`src/rtl/cmp_result_tally.sv`:
```
// Windowed tally of comparator outcomes (lt/gt/eq counts and max |A-B|) over WIN accepted samples.
// Optional macro CMP_TALLY_ERRCHK_EN enables per-sample flag one-hot/consistency checking and the sticky err flag.
module cmp_result_tally #(
    parameter int CNT_W = 8,
    parameter int WIN   = 16
) (
    input  logic             clk,
    input  logic             rst,
    input  logic             start,
    input  logic             in_valid,
    input  logic [3:0]       A,
    input  logic [3:0]       B,
    input  logic             AlB,
    input  logic             AgB,
    input  logic             AeB,
    output logic             busy,
    output logic             done,
    output logic [CNT_W-1:0] lt_cnt,
    output logic [CNT_W-1:0] gt_cnt,
    output logic [CNT_W-1:0] eq_cnt,
    output logic [3:0]       max_diff,
    output logic             err
);

    localparam logic [1:0]       IDLE    = 2'd0;
    localparam logic [1:0]       RUN     = 2'd1;
    localparam logic [1:0]       DONE    = 2'd2;
    localparam logic [7:0]       WIN_CNT = 8'(WIN);
    localparam logic [CNT_W-1:0] CNT_MAX = {CNT_W{1'b1}};

    function automatic logic [CNT_W-1:0] satInc(input logic [CNT_W-1:0] cnt, input logic en);
        if (en && (cnt != CNT_MAX)) begin
            return cnt + {{(CNT_W-1){1'b0}}, 1'b1};
        end else begin
            return cnt;
        end
    endfunction

    logic [1:0] state;
    logic [1:0] nextState;
    logic [7:0] sampleCnt;
    logic       accept;
    logic       incLt;
    logic       incGt;
    logic       incEq;
    logic [3:0] diff;

    assign accept = (state == RUN) && in_valid;

`ifdef CMP_TALLY_ERRCHK_EN
    logic flagsOk;

    // Accept the flags only when exactly one is set and it agrees with A/B.
    always_comb begin
        flagsOk = 1'b0;
        case ({AlB, AgB, AeB})
            3'b100:  flagsOk = (A < B);
            3'b010:  flagsOk = (A > B);
            3'b001:  flagsOk = (A == B);
            default: flagsOk = 1'b0;
        endcase
        incLt = AlB && flagsOk;
        incGt = AgB && flagsOk;
        incEq = AeB && flagsOk;
    end
`else
    // Priority decode AeB > AgB > AlB; a zero-hot sample counts nothing.
    always_comb begin
        incEq = AeB;
        incGt = !AeB && AgB;
        incLt = !AeB && !AgB && AlB;
    end
`endif

    // Absolute difference for whichever outcome was counted.
    always_comb begin
        diff = 4'd0;
        if (incGt) begin
            diff = A - B;
        end else if (incLt) begin
            diff = B - A;
        end else begin
            diff = 4'd0;
        end
    end

    // Window sequencing IDLE -> RUN -> DONE -> IDLE.
    always_comb begin
        nextState = state;
        case (state)
            IDLE: begin
                if (start) begin
                    nextState = RUN;
                end else begin
                    nextState = IDLE;
                end
            end
            RUN: begin
                if (accept && ((sampleCnt + 8'd1) == WIN_CNT)) begin
                    nextState = DONE;
                end else begin
                    nextState = RUN;
                end
            end
            DONE:    nextState = IDLE;
            default: nextState = IDLE;
        endcase
    end

    // State register with busy/done registered from the next state.
    always_ff @(posedge clk or posedge rst) begin
        if (rst) begin
            state <= IDLE;
            busy  <= 1'b0;
            done  <= 1'b0;
        end else begin
            state <= nextState;
            busy  <= (nextState == RUN);
            done  <= (nextState == DONE);
        end
    end

    // Counters and max difference; cleared on window start, held otherwise.
    always_ff @(posedge clk or posedge rst) begin
        if (rst) begin
            sampleCnt <= 8'd0;
            lt_cnt    <= '0;
            gt_cnt    <= '0;
            eq_cnt    <= '0;
            max_diff  <= 4'd0;
        end else if ((state == IDLE) && start) begin
            sampleCnt <= 8'd0;
            lt_cnt    <= '0;
            gt_cnt    <= '0;
            eq_cnt    <= '0;
            max_diff  <= 4'd0;
        end else if (accept) begin
            sampleCnt <= sampleCnt + 8'd1;
            lt_cnt    <= satInc(lt_cnt, incLt);
            gt_cnt    <= satInc(gt_cnt, incGt);
            eq_cnt    <= satInc(eq_cnt, incEq);
            if (diff > max_diff) begin
                max_diff <= diff;
            end
        end
    end

`ifdef CMP_TALLY_ERRCHK_EN
    // Sticky flag error, cleared only by reset or a new window.
    always_ff @(posedge clk or posedge rst) begin
        if (rst) begin
            err <= 1'b0;
        end else if ((state == IDLE) && start) begin
            err <= 1'b0;
        end else if (accept && !flagsOk) begin
            err <= 1'b1;
        end
    end
`else
    assign err = 1'b0;
`endif

endmodule

```
`config.mk`:
```
export PLATFORM = sky130hd
export DESIGN_NAME = cmp_result_tally
export DESIGN_NICKNAME = d
export VERILOG_FILES = /design/src/rtl/cmp_result_tally.sv
export SDC_FILE = /design/constraint.sdc
export NUM_CORES = 1
export LEC_CHECK = 0
export BUFFER_PORTS_ARGS = -buffer_cell sky130_fd_sc_hd__buf_2
export CORE_MARGIN = 4
export CORE_UTILIZATION = 55
export CTS_BUF_LIST = sky130_fd_sc_hd__clkbuf_16
export DETAILED_ROUTE_END_ITERATION = 12
export MAX_ROUTING_LAYER = met4
export PLACE_DENSITY = 0.8
export SKIP_CTS_REPAIR_TIMING = 1
export SYNTH_ARGS = -nofsm -noshare
export SYNTH_HDL_FRONTEND = slang
export SYNTH_SLANG_ARGS = --single-unit
```
`constraint.sdc`:
```
create_clock -name clk -period 2.9 [get_ports clk]
set_clock_uncertainty 0.2 [all_clocks]
set_input_delay 0.58 -clock clk [delete_from_list [all_inputs] [get_ports clk]]
set_output_delay 0.58 -clock clk [all_outputs]
set_load 0.05 [all_outputs]
```
==> flow_metrics.env, run 1 <==
export IMPL_crit_chain="buf_2, inv_2, ha_4, buf_4, nand3b_1, nand4_1, or4b_4, ha_4, o211ai_1, a21oi_4, mux2_4"
export IMPL_drt_wl_total_mm=5.67
export IMPL_antenna_found_initial=0
export IMPL_post_synth_top_count_cell="dfrtp_1"
export IMPL_timing_final_crit_share_pct=98.3
export IMPL_route_detailed_drc=0
export IMPL_crit_type="in2reg"
export IMPL_synth_area_leaders="dfrtp_1, ha_1, a21oi_1"
export IMPL_synth_area_sq_um=2490
export IMPL_ctsLongestPathBuffers=2
export IMPL_worstPathMaxFanout=4
export IMPL_powerDensity_nw_per_um2=823
export IMPL_min_period_ps=2850
export IMPL_layout_cells_non_filler=363
export IMPL_synth_top_flop_cell="dfrtp_1"
export IMPL_ys_async_sr_fraction_pct=100
export IMPL_required_ps=2870
export IMPL_worst_skew_pair_late_latency_ps=280
export IMPL_fmax_ghz=0.351
export IMPL_clockRootBuffer="clkbuf_16"
export IMPL_routed_via_density=5.92
export IMPL_synth_warnings=0
export IMPL_drive_above_1_share_pct=29.9
export IMPL_vias=2149
export IMPL_drtAntennaViolNets=0
export IMPL_max_stage_delay_ps=500
export IMPL_antenna_cells=0
export IMPL_synth_distinct_cells=57
export IMPL_maxSlewViolCount=0
export IMPL_hold_ws_ps=206
export IMPL_p_leak_nw=1.40
export IMPL_outcome="finished, final reports clean"
export IMPL_cts_sinks=40
export IMPL_grt_pass1_vias=2059
export IMPL_die_y_um=75.2
export IMPL_ys_ff_latch=40
export IMPL_cts_tree="done"
export IMPL_synth_edf_count=0
export IMPL_drt_first_pass_iters=4
export IMPL_syn_to_final_growth_pct=24.4
export IMPL_crit_slowest_cell="or4b_4"
export IMPL_drtIter0Drc=101
export IMPL_placedCellCount=354
export IMPL_post_synth_cell_area_avg_sq_um=9.67
export IMPL_cts_max_level=2
export IMPL_netlist_area_leader_share_pct=40.3
export IMPL_port_buffers=44
export IMPL_endpoint_kind="flip-flop"
export IMPL_numCtsBuffers=5
export IMPL_vdd_drop_max_mv=0.594
export IMPL_std_cell_rows=24
export IMPL_finalHoldViolCount=0
export IMPL_fp_dieW_um=75.2
export IMPL_wl_met1_mm=2.41
export IMPL_gp_congestion=0.847
export IMPL_fin_setup_tns_ps=0
export IMPL_grt_pass1_wl_mm=9.11
export IMPL_path_clk_slew_ps=60
export IMPL_crit_top_cell="ha_4"
export IMPL_critical_path_top_delay_family="simple AND/OR/NAND/NOR gates"
export IMPL_worstPathBufferInverterCount=3
export IMPL_syn_inst=257
export IMPL_rsz0062_at_grt="yes"
export IMPL_start_kind="input port"
export IMPL_dieArea_sq_um=5660
export IMPL_fp_coreArea_sq_um=4350
export IMPL_route_met2_wl_mm=2.87
export IMPL_hold_path_class="in2async"
export IMPL_final_nets=342
export IMPL_ys_seq_area_share_pct=40.3
export IMPL_grt_overflow_total=0
export IMPL_io_pin_count=46
export IMPL_synth_area_leader_cell="dfrtp_1"
export IMPL_synth_nets=289
export IMPL_highest_layer="met4"
export IMPL_yosys_top_cells_count="dfrtp_1, nor2_1, nand2_1"
export IMPL_wl_met3_um=279
export IMPL_initial_core_util_pct=57.1
export IMPL_wl_per_cell_um=15.6
export IMPL_fill_cells=340
export IMPL_grt_use_total_pct=21.6
export IMPL_finalSetupViolCount=0
export IMPL_arrival_ps=2820
export IMPL_grt_max_degree=41
export IMPL_drv_cap=0
export IMPL_dp_hpwl_mm=3.95
## routing by layer
| metal | up-vias | GRT usage, % |
|---|---|---|
| li1 | 1050 | - |
| met1 | 1038 | 28.0 |
| met2 | 50 | 33.7 |
| met3 | 11 | 4.41 |
| met4 | 0 | 7.77 |
| met5 | - | - |
## worst paths after layout
check / end / depth (start not counted) / start / slack (ps)
worst min-delay path: max_diff[0]$_DFFE_PP0P_ / 3 / rst / 210
worst max register to register: gt_cnt[7]$_DFFE_PP0P_ / 4 / state[1]$_DFF_PP0_ / 780
max in group asynchronous: lt_cnt[3]$_DFFE_PP0P_ / 3 / rst / 1940
worst min register to register: eq_cnt[2]$_DFFE_PP0P_ / 1 / eq_cnt[2]$_DFFE_PP0P_ / 330
worst max-delay path: max_diff[3]$_DFFE_PP0P_ / 11 / B[0] / 50
min in group clk: eq_cnt[2]$_DFFE_PP0P_ / 1 / eq_cnt[2]$_DFFE_PP0P_ / 330
## metrics by stage
stage	cell area, sq um	power (mW)	setup WS (ps)	utilization (%)
final	3090	2.54	48.4	71.0
after global routing	3090	2.72	-33.2	71.0
after CTS	2990	2.53	-83.7	68.7
after detailed placement	2850	2.00	-344	65.5
after global placement	2850	1.97	-281	65.5
after floorplan	2550	1.73	2.95	-
## power by group
group	internal, mW	switching, mW
Combinational	0.365	0.773
Clock	0.312	0.209
Sequential	0.705	0.179
Total	1.38	1.16
## worst min-delay path: cells and delay by family
family,cells,cell delay [ps]
buffers and inverters,3,550
## cell type report
class	count	area [sq um]	share of cell area (%)
Clock buffer	5	125	4.05
Clock inverter	3	13.8	0.445
Timing Repair Buffer	53	320	10.4
Multi-Input combinational cell	193	1500	48.4
Inverter	17	71.3	2.31
Tap cell	52	65.1	2.10
Sequential cell	40	1000	32.4
## layout by cell type (no fill, tap or decap), types with 6 or more instances in the layout
| cell | n |
|---|---|
| nor2_1 | 20 |
| a21oi_1 | 13 |
| buf_4 | 8 |
| or3_1 | 6 |
| o21ai_0 | 12 |
| o211ai_1 | 6 |
| mux2i_1 | 6 |
| o31ai_1 | 7 |
| xor2_1 | 8 |
| inv_1 | 11 |
| buf_2 | 40 |
| nand2_1 | 17 |
| nand4_1 | 7 |
| dfrtp_1 | 40 |
| ha_1 | 10 |
| nand3_1 | 11 |
## registers in the layout, indices dropped and copies added, names as in the netlist
register   flops
eq_cnt         8
done           1
busy           1
sampleCnt      8
lt_cnt         8
gt_cnt         8
max_diff       4
state          2
## kinds of logic (layout without fill, tap and decap cells)
group / Yosys count / in the layout / synth area share (%)
AO/OA/AOI/OAI: 62 / 62 / 17.5
XOR/XNOR: 11 / 11 / 3.88
adder cells (fa/ha/maj): 17 / 17 / 9.16
buffers and inverters: 24 / 78 / 4.23
flip-flops: 40 / 40 / 40.3
multiplexers: 9 / 9 / 3.93
other: 1 / 1 / 0.151
AND/OR/NAND/NOR: 93 / 93 / 20.9
No activity file was read; power rests on OpenSTA's default activity.
==> run 2, diff against run 1 <==
CORE_UTILIZATION = 48   (was 55)
PLACE_DENSITY = 0.71   (was 0.8)
==> run 2 against run 1 <==
Critical path depth is 1 lower. Maximum frequency rose by 1.2%. Sequential share of layout area down 0.45 points. Die area up 13%. Global-route usage decreased by 3.4 points. Cell count is 5.8% higher. Core utilization fell by 6.7 points. Hold slack improved by 24 ps. Total power fell by 0.21%. Non-clock buffer count is 6 higher. Final area up 1.4%. Critical path type unchanged. Critical endpoint is now max_diff[1]$_DFFE_PP0P_.
==> flow_metrics.env, run 2 (synthesis gave the netlist of run 1 again) <==
export IMPL_outcome="finished, final reports clean"
export IMPL_std_cell_rows=25
export IMPL_numCtsBuffers=5
export IMPL_worstPathBufferInverterCount=1
export IMPL_grt_max_degree=41
export IMPL_p_sw_mw=1.15
export IMPL_io_pin_count=46
export IMPL_final_cell_mix="buf_2, dfrtp_1, nor2_1"
export IMPL_start_kind="input port"
export IMPL_drt_wl_total_mm=5.52
export IMPL_p_total_mw=2.54
export IMPL_crit_top_cell="ha_4"
export IMPL_place_ws_ps=-306
export IMPL_finalHoldViolCount=0
export IMPL_drive_above_1_share_pct=30.9
export IMPL_fp_coreArea_sq_um=4880
export IMPL_worst_pin_slew_ps=537
export IMPL_syn_to_final_growth_pct=26.1
export IMPL_powerDensity_nw_per_um2=809
export IMPL_required_ps=2860
export IMPL_dieArea_sq_um=6400
export IMPL_grt_pass1_wl_mm=8.98
export IMPL_crit_slowest_cell="or4b_4"
export IMPL_max_stage_delay_ps=560
export IMPL_antenna_found_initial=0
export IMPL_critical_path_top_delay_family="simple AND/OR/NAND/NOR gates"
export IMPL_initial_core_util_pct=50.9
export IMPL_wl_per_cell_um=14.4
export IMPL_die_y_um=80.0
export IMPL_vdd_drop_max_mv=0.620
export IMPL_grt_pass1_vias=1957
export IMPL_min_period_ps=2820
export IMPL_crit_cells=10
export IMPL_crit_chain="buf_2, ha_4, nand3b_1, and4_4, or4b_4, ha_4, nand4_1, nand2_1, a21oi_4, mux2_4"
export IMPL_routed_via_density=5.50
export IMPL_gp_congestion=0.819
export IMPL_worst_skew_pair_late_latency_ps=280
export IMPL_drtIter0Drc=78
export IMPL_final_core_util_pct=64.3
export IMPL_dp_hpwl_mm=3.88
export IMPL_cts_sinks=40
export IMPL_timing_final_crit_share_pct=97.2
export IMPL_intPower_mw=1.39
export IMPL_ctsLongestPathBuffers=2
export IMPL_drt_first_pass_iters=4
export IMPL_cts_max_level=2
export IMPL_antenna_cells=0
export IMPL_maxSlewViolCount=0
export IMPL_hold_path_class="in2async"
export IMPL_power_frac_clock_pct=20.1
export IMPL_finalSetupViolCount=0
export IMPL_drv_cap=0
export IMPL_p_seq_share_pct=34.9
export IMPL_clockRootBuffer="clkbuf_16"
export IMPL_grt_overflow_total=0
export IMPL_route_detailed_drc=0
export IMPL_fp_dieW_um=80.0
export IMPL_endpoint_kind="flip-flop"
export IMPL_drtAntennaViolNets=0
export IMPL_final_nets=348
export IMPL_fill_cells=406
export IMPL_slew_headroom_pct=64.2
export IMPL_final_common_cell="buf_2"
export IMPL_fmax_ghz=0.355
export IMPL_worstPathMaxFanout=5
export IMPL_combinationalPowerShare_pct=45.0
export IMPL_port_buffers=44
export IMPL_ff2ff_setup_slack_ps=730
export IMPL_cts_tree="done"
export IMPL_vias=2112
export IMPL_path_clk_slew_ps=60
export IMPL_reg2reg_depth=4
export IMPL_timing_final_ws_setup_ps=81.8
export IMPL_power_switching_share_pct=45.3
export IMPL_arrival_ps=2780
export IMPL_p_leak_nw=1.43
export IMPL_grt_use_total_pct=18.2
export IMPL_crit_type="in2reg"
==> run 2: changes by cell type in the layout (fill, tap and decap cells not counted), moves of 2 or more <==
cell,change
buf_4,+9
buf_6,-3
clkinv_2,-2
inv_1,+2
==> run 2: layout make-up <==
| cell class | instances | area [sq um] | share of cell area (%) |
|---|---|---|---|
| timing repair buffer | 59 | 344 | 11.0 |
| clock inverter | 3 | 11.3 | 0.359 |
| inverter | 17 | 68.8 | 2.19 |
| multi-input combinational | 193 | 1500 | 47.9 |
| tap | 67 | 83.8 | 2.67 |
| sequential | 40 | 1000 | 31.9 |
| clock buffer | 5 | 125 | 3.99 |
==> run 2: metrics by stage <==
step / TNS, ps / std cells / instance area (sq um) / hold WS, ps
2_1_floorplan: 0 / 257 / 2550 / 322
3_3_place_gp: -885 / 372 / 2900 / 316
3_5_place_dp: -1050 / 372 / 2900 / 320
4_1_cts: -39.5 / 380 / 3030 / 258
5_1_grt: -70.3 / 384 / 3140 / 294
6_report: 0 / 384 / 3140 / 230
==> run 2: worst min-delay path: cells and delay by family <==
kind | cells | cell delay [ps]
buffers and inverters | 3 | 580
==> run 2: path summary, 6_finish.rpt <==
check	startpoint	to
min	rst	gt_cnt[5]$_DFFE_PP0P_
max reg2reg	state[1]$_DFF_PP0_	lt_cnt[5]$_DFFE_PP0P_
max	B[2]	max_diff[1]$_DFFE_PP0P_
min reg2reg	eq_cnt[7]$_DFFE_PP0P_	eq_cnt[7]$_DFFE_PP0P_
min in group clk	eq_cnt[7]$_DFFE_PP0P_	eq_cnt[7]$_DFFE_PP0P_
max in group asynchronous	rst	lt_cnt[7]$_DFFE_PP0P_
==> run 2: metal layers <==
metal  routed length (um)  part of all wire (%)  vias up  global-route usage, %
met5                    0                     0        -                      -
met4                   55                   1.0        0                   5.57
met3                  221                   4.0        5                   3.95
met1                 2530                    46     1006                   22.8
li1                     -                     -     1065                      -
met2                 2710                    49       36                   29.6
==> run 2: power groups by stage <==
stage                     Sequential (mW)  Clock (mW)  Combinational (mW)
final                               0.886       0.510                1.14
after floorplan                      1.28           0               0.453
after global routing                0.917       0.553                1.25
after global placement              0.888           0                1.09
after detailed placement            0.893           0                1.10
after CTS                           0.885       0.523                1.11
